--- config.mk ---
export PLATFORM = sky130hd
export DESIGN_NAME = multi_pulse_gen
export DESIGN_NICKNAME = d
export VERILOG_FILES = /design/src/rtl/pulse_test_pkg.sv /design/src/rtl/dead_time_gen.sv /design/src/rtl/multi_pulse_gen.sv
export SDC_FILE = /design/constraint.sdc
export NUM_CORES = 1
export LEC_CHECK = 0
export CAP_MARGIN = 5
export CORE_MARGIN = 2
export CORE_UTILIZATION = 62
export CTS_BUF_LIST = sky130_fd_sc_hd__clkbuf_8
export DETAILED_ROUTE_END_ITERATION = 8
export PLACE_DENSITY = 0.9
export SYNTH_ARGS = -nofsm -noshare
export SYNTH_HDL_FRONTEND = slang
export SYNTH_SLANG_ARGS = --single-unit
--- constraint.sdc ---
create_clock -name clk -period 6.21 [get_ports clk]
set_input_delay 1.5525 -clock clk [delete_from_list [all_inputs] [get_ports clk]]
set_output_delay 1.5525 -clock clk [all_outputs]
set_load 0.02 [all_outputs]
--- src/rtl/pulse_test_pkg.sv ---
// ----------------------------------------------------------------------------
// pulse_test_pkg
//   Shared definitions for the multi-pulse gate-drive generator:
//     - pulse_state_t : burst sequencer states
//     - CLK_HZ        : nominal system clock (40 MHz)
//     - T_*           : default phase lengths in clk cycles for the rig
//                       (30 us first pulse, 30 us pulses, 20 us gap, 5 s holdoff)
// ----------------------------------------------------------------------------
package pulse_test_pkg;

    typedef enum logic [2:0] {
        IDLE,
        FIRST_HIGH,
        LOW,
        HIGH,
        HOLDOFF
    } pulse_state_t;

    localparam int unsigned CLK_HZ       = 40_000_000;
    localparam int unsigned T_FIRST_HIGH = 1200;
    localparam int unsigned T_HIGH       = 1200;
    localparam int unsigned T_LOW        = 800;
    localparam int unsigned T_HOLDOFF    = 200_000_000;

endpackage

--- src/rtl/dead_time_gen.sv ---
// ----------------------------------------------------------------------------
// dead_time_gen
//   Registered complementary drive k2 for half-bridge tests. k2 is high only
//   inside a LOW phase, from phase cycle DEAD_CYC to (low_len - DEAD_CYC - 1),
//   so there are DEAD_CYC both-low cycles after every k1 fall and before every
//   k1 rise. Gaps of 2*DEAD_CYC cycles or less never raise k2.
//   Intended for DEAD_CYC >= 1.
//
//   Ports:
//     clk, rst_n : system clock, async active-low reset
//     state      : current sequencer state
//     abort      : synchronous burst abort (forces k2 low next cycle)
//     cnt        : phase counter (cycle index within the current phase)
//     low_len    : latched gap length, already clamped to >= 1
//     k2         : complementary drive, registered
// ----------------------------------------------------------------------------
module dead_time_gen
    import pulse_test_pkg::*;
#(
    parameter int CNT_W    = 32,
    parameter int DEAD_CYC = 8
) (
    input  logic             clk,
    input  logic             rst_n,
    input  pulse_state_t     state,
    input  logic             abort,
    input  logic [CNT_W-1:0] cnt,
    input  logic [CNT_W-1:0] low_len,
    output logic             k2
);

    // Two spare bits so idx + DEAD + 1 can never overflow.
    localparam int XW = CNT_W + 2;
    localparam logic [XW-1:0] DEAD = XW'(DEAD_CYC);
    localparam logic [XW-1:0] X_ONE = XW'(1);

    logic [XW-1:0] idx_next;
    logic          k2_next;

    // k2 is registered, so decide from the index of the *next* cycle. When the
    // LOW phase is about to end idx_next equals low_len and the window test
    // fails, so no separate end-of-phase term is needed.
    assign idx_next = XW'(cnt) + X_ONE;
    assign k2_next  = (state == LOW) && !abort &&
                      (idx_next >= DEAD) &&
                      (idx_next + DEAD + X_ONE <= XW'(low_len));

    always_ff @(posedge clk or negedge rst_n) begin
        if (!rst_n) begin
            k2 <= 1'b0;
        end else begin
            k2 <= k2_next;
        end
    end

endmodule

--- src/rtl/multi_pulse_gen.sv ---
// ----------------------------------------------------------------------------
// multi_pulse_gen
//   Multi-pulse gate-drive generator. A rising edge on trig (in IDLE) starts a
//   burst: one first pulse, then (gap, pulse) repeated npulse-1 times, then a
//   holdoff lockout. Every phase programmed with V lasts max(V,1) cycles.
//   Optional macro MULTI_PULSE_DEADTIME_EN adds the complementary,
//   dead-time-protected k2 output; without it k2 is a registered 0.
//
//   Ports:
//     clk, rst_n      : 40 MHz system clock, async active-low reset
//     trig            : asynchronous trigger, rising edge starts a burst
//     enable          : gates pulses 2..N (k1 = enable in HIGH)
//     abort           : ends a running burst, goes to HOLDOFF
//     cfg_first_high  : width of pulse 1
//     cfg_high        : width of pulses 2..N
//     cfg_low         : gap between pulses
//     cfg_holdoff     : post-burst lockout
//     cfg_npulse      : pulses per burst (0 treated as 1)
//     k1, k2          : gate drives, registered
//     busy            : high in every state except IDLE
//     done            : one-cycle pulse in the first HOLDOFF cycle
//     dbg_state       : current sequencer state
// ----------------------------------------------------------------------------
module multi_pulse_gen
    import pulse_test_pkg::*;
#(
    parameter int CNT_W    = 32,
    parameter int NP_W     = 4,
    parameter int DEAD_CYC = 8
) (
    input  logic             clk,
    input  logic             rst_n,
    input  logic             trig,
    input  logic             enable,
    input  logic             abort,
    input  logic [CNT_W-1:0] cfg_first_high,
    input  logic [CNT_W-1:0] cfg_high,
    input  logic [CNT_W-1:0] cfg_low,
    input  logic [CNT_W-1:0] cfg_holdoff,
    input  logic [NP_W-1:0]  cfg_npulse,
    output logic             k1,
    output logic             k2,
    output logic             busy,
    output logic             done,
    output pulse_state_t     dbg_state
);

    localparam logic [CNT_W-1:0] CNT_ONE = CNT_W'(1);
    localparam logic [NP_W-1:0]  NP_ONE  = NP_W'(1);

    pulse_state_t     state;
    logic [CNT_W-1:0] cnt;
    logic [NP_W-1:0]  pcnt;
    logic [CNT_W-1:0] fh_len, hi_len, lo_len, ho_len;
    logic [NP_W-1:0]  np_len;
    logic [CNT_W-1:0] phase_last;
    logic [NP_W-1:0]  np_last;
    logic             trig_s1, trig_s2, trig_s3;
    logic             trig_rise;

    function automatic logic [CNT_W-1:0] clamp_cnt(input logic [CNT_W-1:0] v);
        return (v == '0) ? CNT_ONE : v;
    endfunction

    function automatic logic [NP_W-1:0] clamp_np(input logic [NP_W-1:0] v);
        return (v == '0) ? NP_ONE : v;
    endfunction

    // trig_s1/s2 form the synchronizer; trig_s3 only delays s2 for edge
    // detection. The rise is a single-cycle pulse, so an edge arriving while
    // the sequencer is not in IDLE is simply lost.
    always_ff @(posedge clk or negedge rst_n) begin
        if (!rst_n) begin
            trig_s1 <= 1'b0;
            trig_s2 <= 1'b0;
            trig_s3 <= 1'b0;
        end else begin
            trig_s1 <= trig;
            trig_s2 <= trig_s1;
            trig_s3 <= trig_s2;
        end
    end

    assign trig_rise = trig_s2 & ~trig_s3;

    // Last counter value of the current phase (lengths are stored clamped).
    always_comb begin
        phase_last = ho_len - CNT_ONE;
        case (state)
            FIRST_HIGH: phase_last = fh_len - CNT_ONE;
            LOW:        phase_last = lo_len - CNT_ONE;
            HIGH:       phase_last = hi_len - CNT_ONE;
            default:    ;
        endcase
    end

    assign np_last = np_len - NP_ONE;

    // pcnt holds the index of the pulse currently being emitted (0-based).
    always_ff @(posedge clk or negedge rst_n) begin
        if (!rst_n) begin
            state  <= IDLE;
            cnt    <= '0;
            pcnt   <= '0;
            fh_len <= '0;
            hi_len <= '0;
            lo_len <= '0;
            ho_len <= '0;
            np_len <= '0;
            k1     <= 1'b0;
            busy   <= 1'b0;
            done   <= 1'b0;
        end else begin
            done <= 1'b0;
            case (state)
                IDLE: begin
                    if (trig_rise) begin
                        fh_len <= clamp_cnt(cfg_first_high);
                        hi_len <= clamp_cnt(cfg_high);
                        lo_len <= clamp_cnt(cfg_low);
                        ho_len <= clamp_cnt(cfg_holdoff);
                        np_len <= clamp_np(cfg_npulse);
                        cnt    <= '0;
                        pcnt   <= '0;
                        state  <= FIRST_HIGH;
                        k1     <= 1'b1;
                        busy   <= 1'b1;
                    end
                end
                FIRST_HIGH, LOW, HIGH: begin
                    if (abort) begin
                        state <= HOLDOFF;
                        cnt   <= '0;
                        k1    <= 1'b0;
                        done  <= 1'b1;
                    end else if (cnt == phase_last) begin
                        cnt <= '0;
                        if (state == LOW) begin
                            state <= HIGH;
                            k1    <= enable;
                        end else if (pcnt == np_last) begin
                            state <= HOLDOFF;
                            k1    <= 1'b0;
                            done  <= 1'b1;
                        end else begin
                            state <= LOW;
                            k1    <= 1'b0;
                            pcnt  <= pcnt + NP_ONE;
                        end
                    end else begin
                        cnt <= cnt + CNT_ONE;
                        k1  <= (state == FIRST_HIGH) ? 1'b1 :
                               (state == HIGH)       ? enable : 1'b0;
                    end
                end
                HOLDOFF: begin
                    if (cnt == phase_last) begin
                        state <= IDLE;
                        cnt   <= '0;
                        busy  <= 1'b0;
                    end else begin
                        cnt <= cnt + CNT_ONE;
                    end
                end
                default: begin
                    state <= IDLE;
                    k1    <= 1'b0;
                    busy  <= 1'b0;
                end
            endcase
        end
    end

    assign dbg_state = state;

`ifdef MULTI_PULSE_DEADTIME_EN
    dead_time_gen #(
        .CNT_W    (CNT_W),
        .DEAD_CYC (DEAD_CYC)
    ) u_dead_time (
        .clk     (clk),
        .rst_n   (rst_n),
        .state   (state),
        .abort   (abort),
        .cnt     (cnt),
        .low_len (lo_len),
        .k2      (k2)
    );
`else
    logic unused_dead_cyc;
    assign unused_dead_cyc = ^DEAD_CYC;

    always_ff @(posedge clk or negedge rst_n) begin
        if (!rst_n) begin
            k2 <= 1'b0;
        end else begin
            k2 <= 1'b0;
        end
    end
`endif

endmodule
==> reports/metrics.yaml <==
crit_required_ps: 6580
drv_slew: 0
muxShareOfSynthArea: 0.1722
cts_resized: 0
post-synth-top-area-fraction: 0.4141
crit_chain: "nor2b_1, a22oi_1, a221oi_2, nand4_2, or4_4, or4_4, and2_0, a2111o_1, o41a_1, buf_4, a21o_1, a22o_1"
rows: 48
synth_area_mm2: 0.01070
synthAdderAreaFrac: 0.004679
internal_power_w: 0.003130
die_height_um: 135.3
p_leak_nw: 4.931
final_cells: 1397
synth_top_family_by_area: "simple AND/OR/NAND/NOR gates"
avgRoutedWirePerCell_um: 21.25
cp-end-kind: "flip-flop"
syn-num-nets: 1190
cpMostUsedCell: "or4_4"
io_pins: 144
clkSinkCount: 177
first_global_vias: 8966
rsz0062_at_grt: "no"
reg2reg_from: "dbg_state[0]"
slowest_stage: "dfrtp_2"
cp.arrival_ps: 5680
post-place-cells: 1365
nNetsFinal: 1300
fillers: 1163
p_sw_w: 0.002308
drtIter0Drc: 992
rrSetupSlack_ps: 900
seq_power_share: 0.380
grt_pass1_wl_um: 47830
antenna_found_initial: 0
synth_area_leader_cell: "dfrtp_1"
grt_overflow: 0
setup_viol: 0
ys_types: 86
ir_worst_vdd_mv: 0.2741
postCtsHoldBufs: 0
synth_compound_gate_area_share: 0.1547
synth_edf_count: 0
cts_setup_buffers: 0
setup-tns-final_ps: 0
power.density_mw_per_mm2: 433.0
whs_ps: 369.2
synth.avg_cell_area_um2: 10.20
first_pass_iters: 5
place.gp.congestion: 0.9175
skew_ps: 17.58
worst_slew_pin_slew_ps: 1191
cts.clk_slew.worst_paths_ps: 110
start_util: 0.6271
cts-htree-levels: 4
synthXorXnorAreaFrac: 0.04095
area.growth.synth_to_final_pct: 17.42
worstSkewPairLatency_ps: 480
die_x_um: 135.3
comb_power_share: 0.471
max_freq_mhz: 188.3
clock-root-buffer: "clkbuf_8"
cts-buffers-inserted: 17
die-area_mm2: 0.01832
cp_max_fo: 43
pwr-share-clk: 0.148
ys_seq_area_frac: 0.4141
synthArstFlopShare: 1.000
ys_top_cells_by_area: "dfrtp_1, mux2_2, mux2i_1"
cts_tree: "yes"
fin_crit_ps: 5311
grt.total_usage: 0.3362
worstSetupStartpointType: "flip-flop"
diodes: 0
ys.flop_type: "dfrtp_1"
place_hpwl_um: 21940
via_per_inst: 6.544
yosysWarnings: 0
slew_headroom: 0.2060
io_buffers: 142
cpPeakStageDelay_ps: 990
worstSetupPathType: "flip-flop to flip-flop"
startpoint: "dbg_state[0]"
ys_ff_latch: 177
cts_buffer_depth: 2
fp.coreArea_mm2: 0.01706
syn_inst: 1049
via_count: 9142
yosys.area_share.simple: 0.1730
finalHoldViolCount: 0
period_share: 0.8552
drive_gt1_frac: 0.1817
drc: 0
ant_nets: 0
grt_max_degree: 66
maxCapViolations: 0
min_from: "trig_s1"
hold_path_class: "flip-flop to flip-flop"
totalWireLength_um: 29680
outcome: "completed"
switching_share: 0.4245
==> cells in the final DEF, fill, tap and decap left out, drive strengths merged, types with 31 or more instances in the layout <==
master	n
dfrtp	177
clkdlybuf4s50	141
mux2	136
o21ai	66
nand2	64
nor2	44
a21oi	40
nor4	39
nand3	36
mux2i	31
==> stage by stage <==
stage                 util  cell area [µm²]  worst slack, ps  total power, W
detailed placement  0.7123            12150             1012        0.004551
CTS                 0.7363            12560            976.7        0.005382
global route        0.7363            12560            641.5        0.005755
finish              0.7363            12560            899.0        0.005438
global placement    0.7123            12150             1135        0.004448
floorplan                -            10700             2066        0.003838
==> state kept, by name (all words and copies together) (netlist names) <==
name and count:
done 1, trig_s3 1, fh_len 32, np_len 4, cnt 32, hi_len 32, k1 1, ho_len 32
lo_len 32, trig_s1 1, busy 1, pcnt 4, dbg_state 3, trig_s2 1
==> final cells by class <==
type	count	area [µm²]	area share
timing repair buffer	153	1505	0.1199
clock buffer	17	234.0	0.01863
inverter	23	86.33	0.006875
tap	225	281.5	0.02242
multi-input combinational	787	5846	0.4655
clock inverter	15	175.2	0.01395
sequential	177	4431	0.3528
==> power by group through the flow <==
| stage | sequential (W) | combinational, W | clock [W] |
|---|---|---|---|
| global route | 0.00211 | 0.00278 | 0.000857 |
| finish | 0.00207 | 0.00256 | 0.000807 |
| floorplan | 0.00186 | 0.00197 | 0 |
| detailed placement | 0.00207 | 0.00248 | 0 |
| global placement | 0.00203 | 0.00242 | 0 |
| CTS | 0.00205 | 0.00252 | 0.000813 |
==> path summary, 6_finish.rpt <==
kind                             end  cells past startpoint
max                          cnt[22]                     12
min                          trig_s2                      0
max reg2reg                  cnt[22]                     12
min reg2reg                  trig_s2                      0
max in group asynchronous    trig_s3                      2
min in group asynchronous  lo_len[1]                      1
==> layer usage <==
metal	vias up	track usage	share of wire
met5	-	0	0
met4	0	0.1088	0.031
met3	75	0.07295	0.072
met2	412	0.5403	0.47
met1	4488	0.4578	0.43
li1	4167	-	-
==> cell families (layout without fill, tap and decap cells) <==
| kind of cell | after synthesis | count (layout) |
|---|---|---|
| AND/OR/NAND/NOR | 333 | 333 |
| XOR/XNOR | 50 | 50 |
| other | 1 | 1 |
| adder cells (fa/ha/maj) | 4 | 4 |
| flip-flops | 177 | 177 |
| multiplexers | 167 | 167 |
| buffers and inverters | 85 | 208 |
| AO/OA/AOI/OAI | 232 | 232 |
==> critical path: cells and delay by family, from the launching register on <==
family / cells / cell delay, ps
AO/OA/AOI/OAI: 6 / 1840
buffers and inverters: 1 / 260
flip-flops: 1 / 990
AND/OR/NAND/NOR: 5 / 2080
==> synth_stat cells (all sizes together) (9+ instances only) <==
master,count
a21oi,40
a22oi,17
a2bb2oi,10
and3,15
buf,35
clkbuf,27
dfrtp,177
inv,23
mux2,136
mux2i,31
nand2,64
nand2b,11
nand3,36
nand3b,12
nand4,19
nor2,44
nor2b,12
nor3,27
nor4,39
o21ai,66
o22a,9
or3,14
xnor2,30
xor2,20
Note: power is estimated with default switching activity, not from simulation.
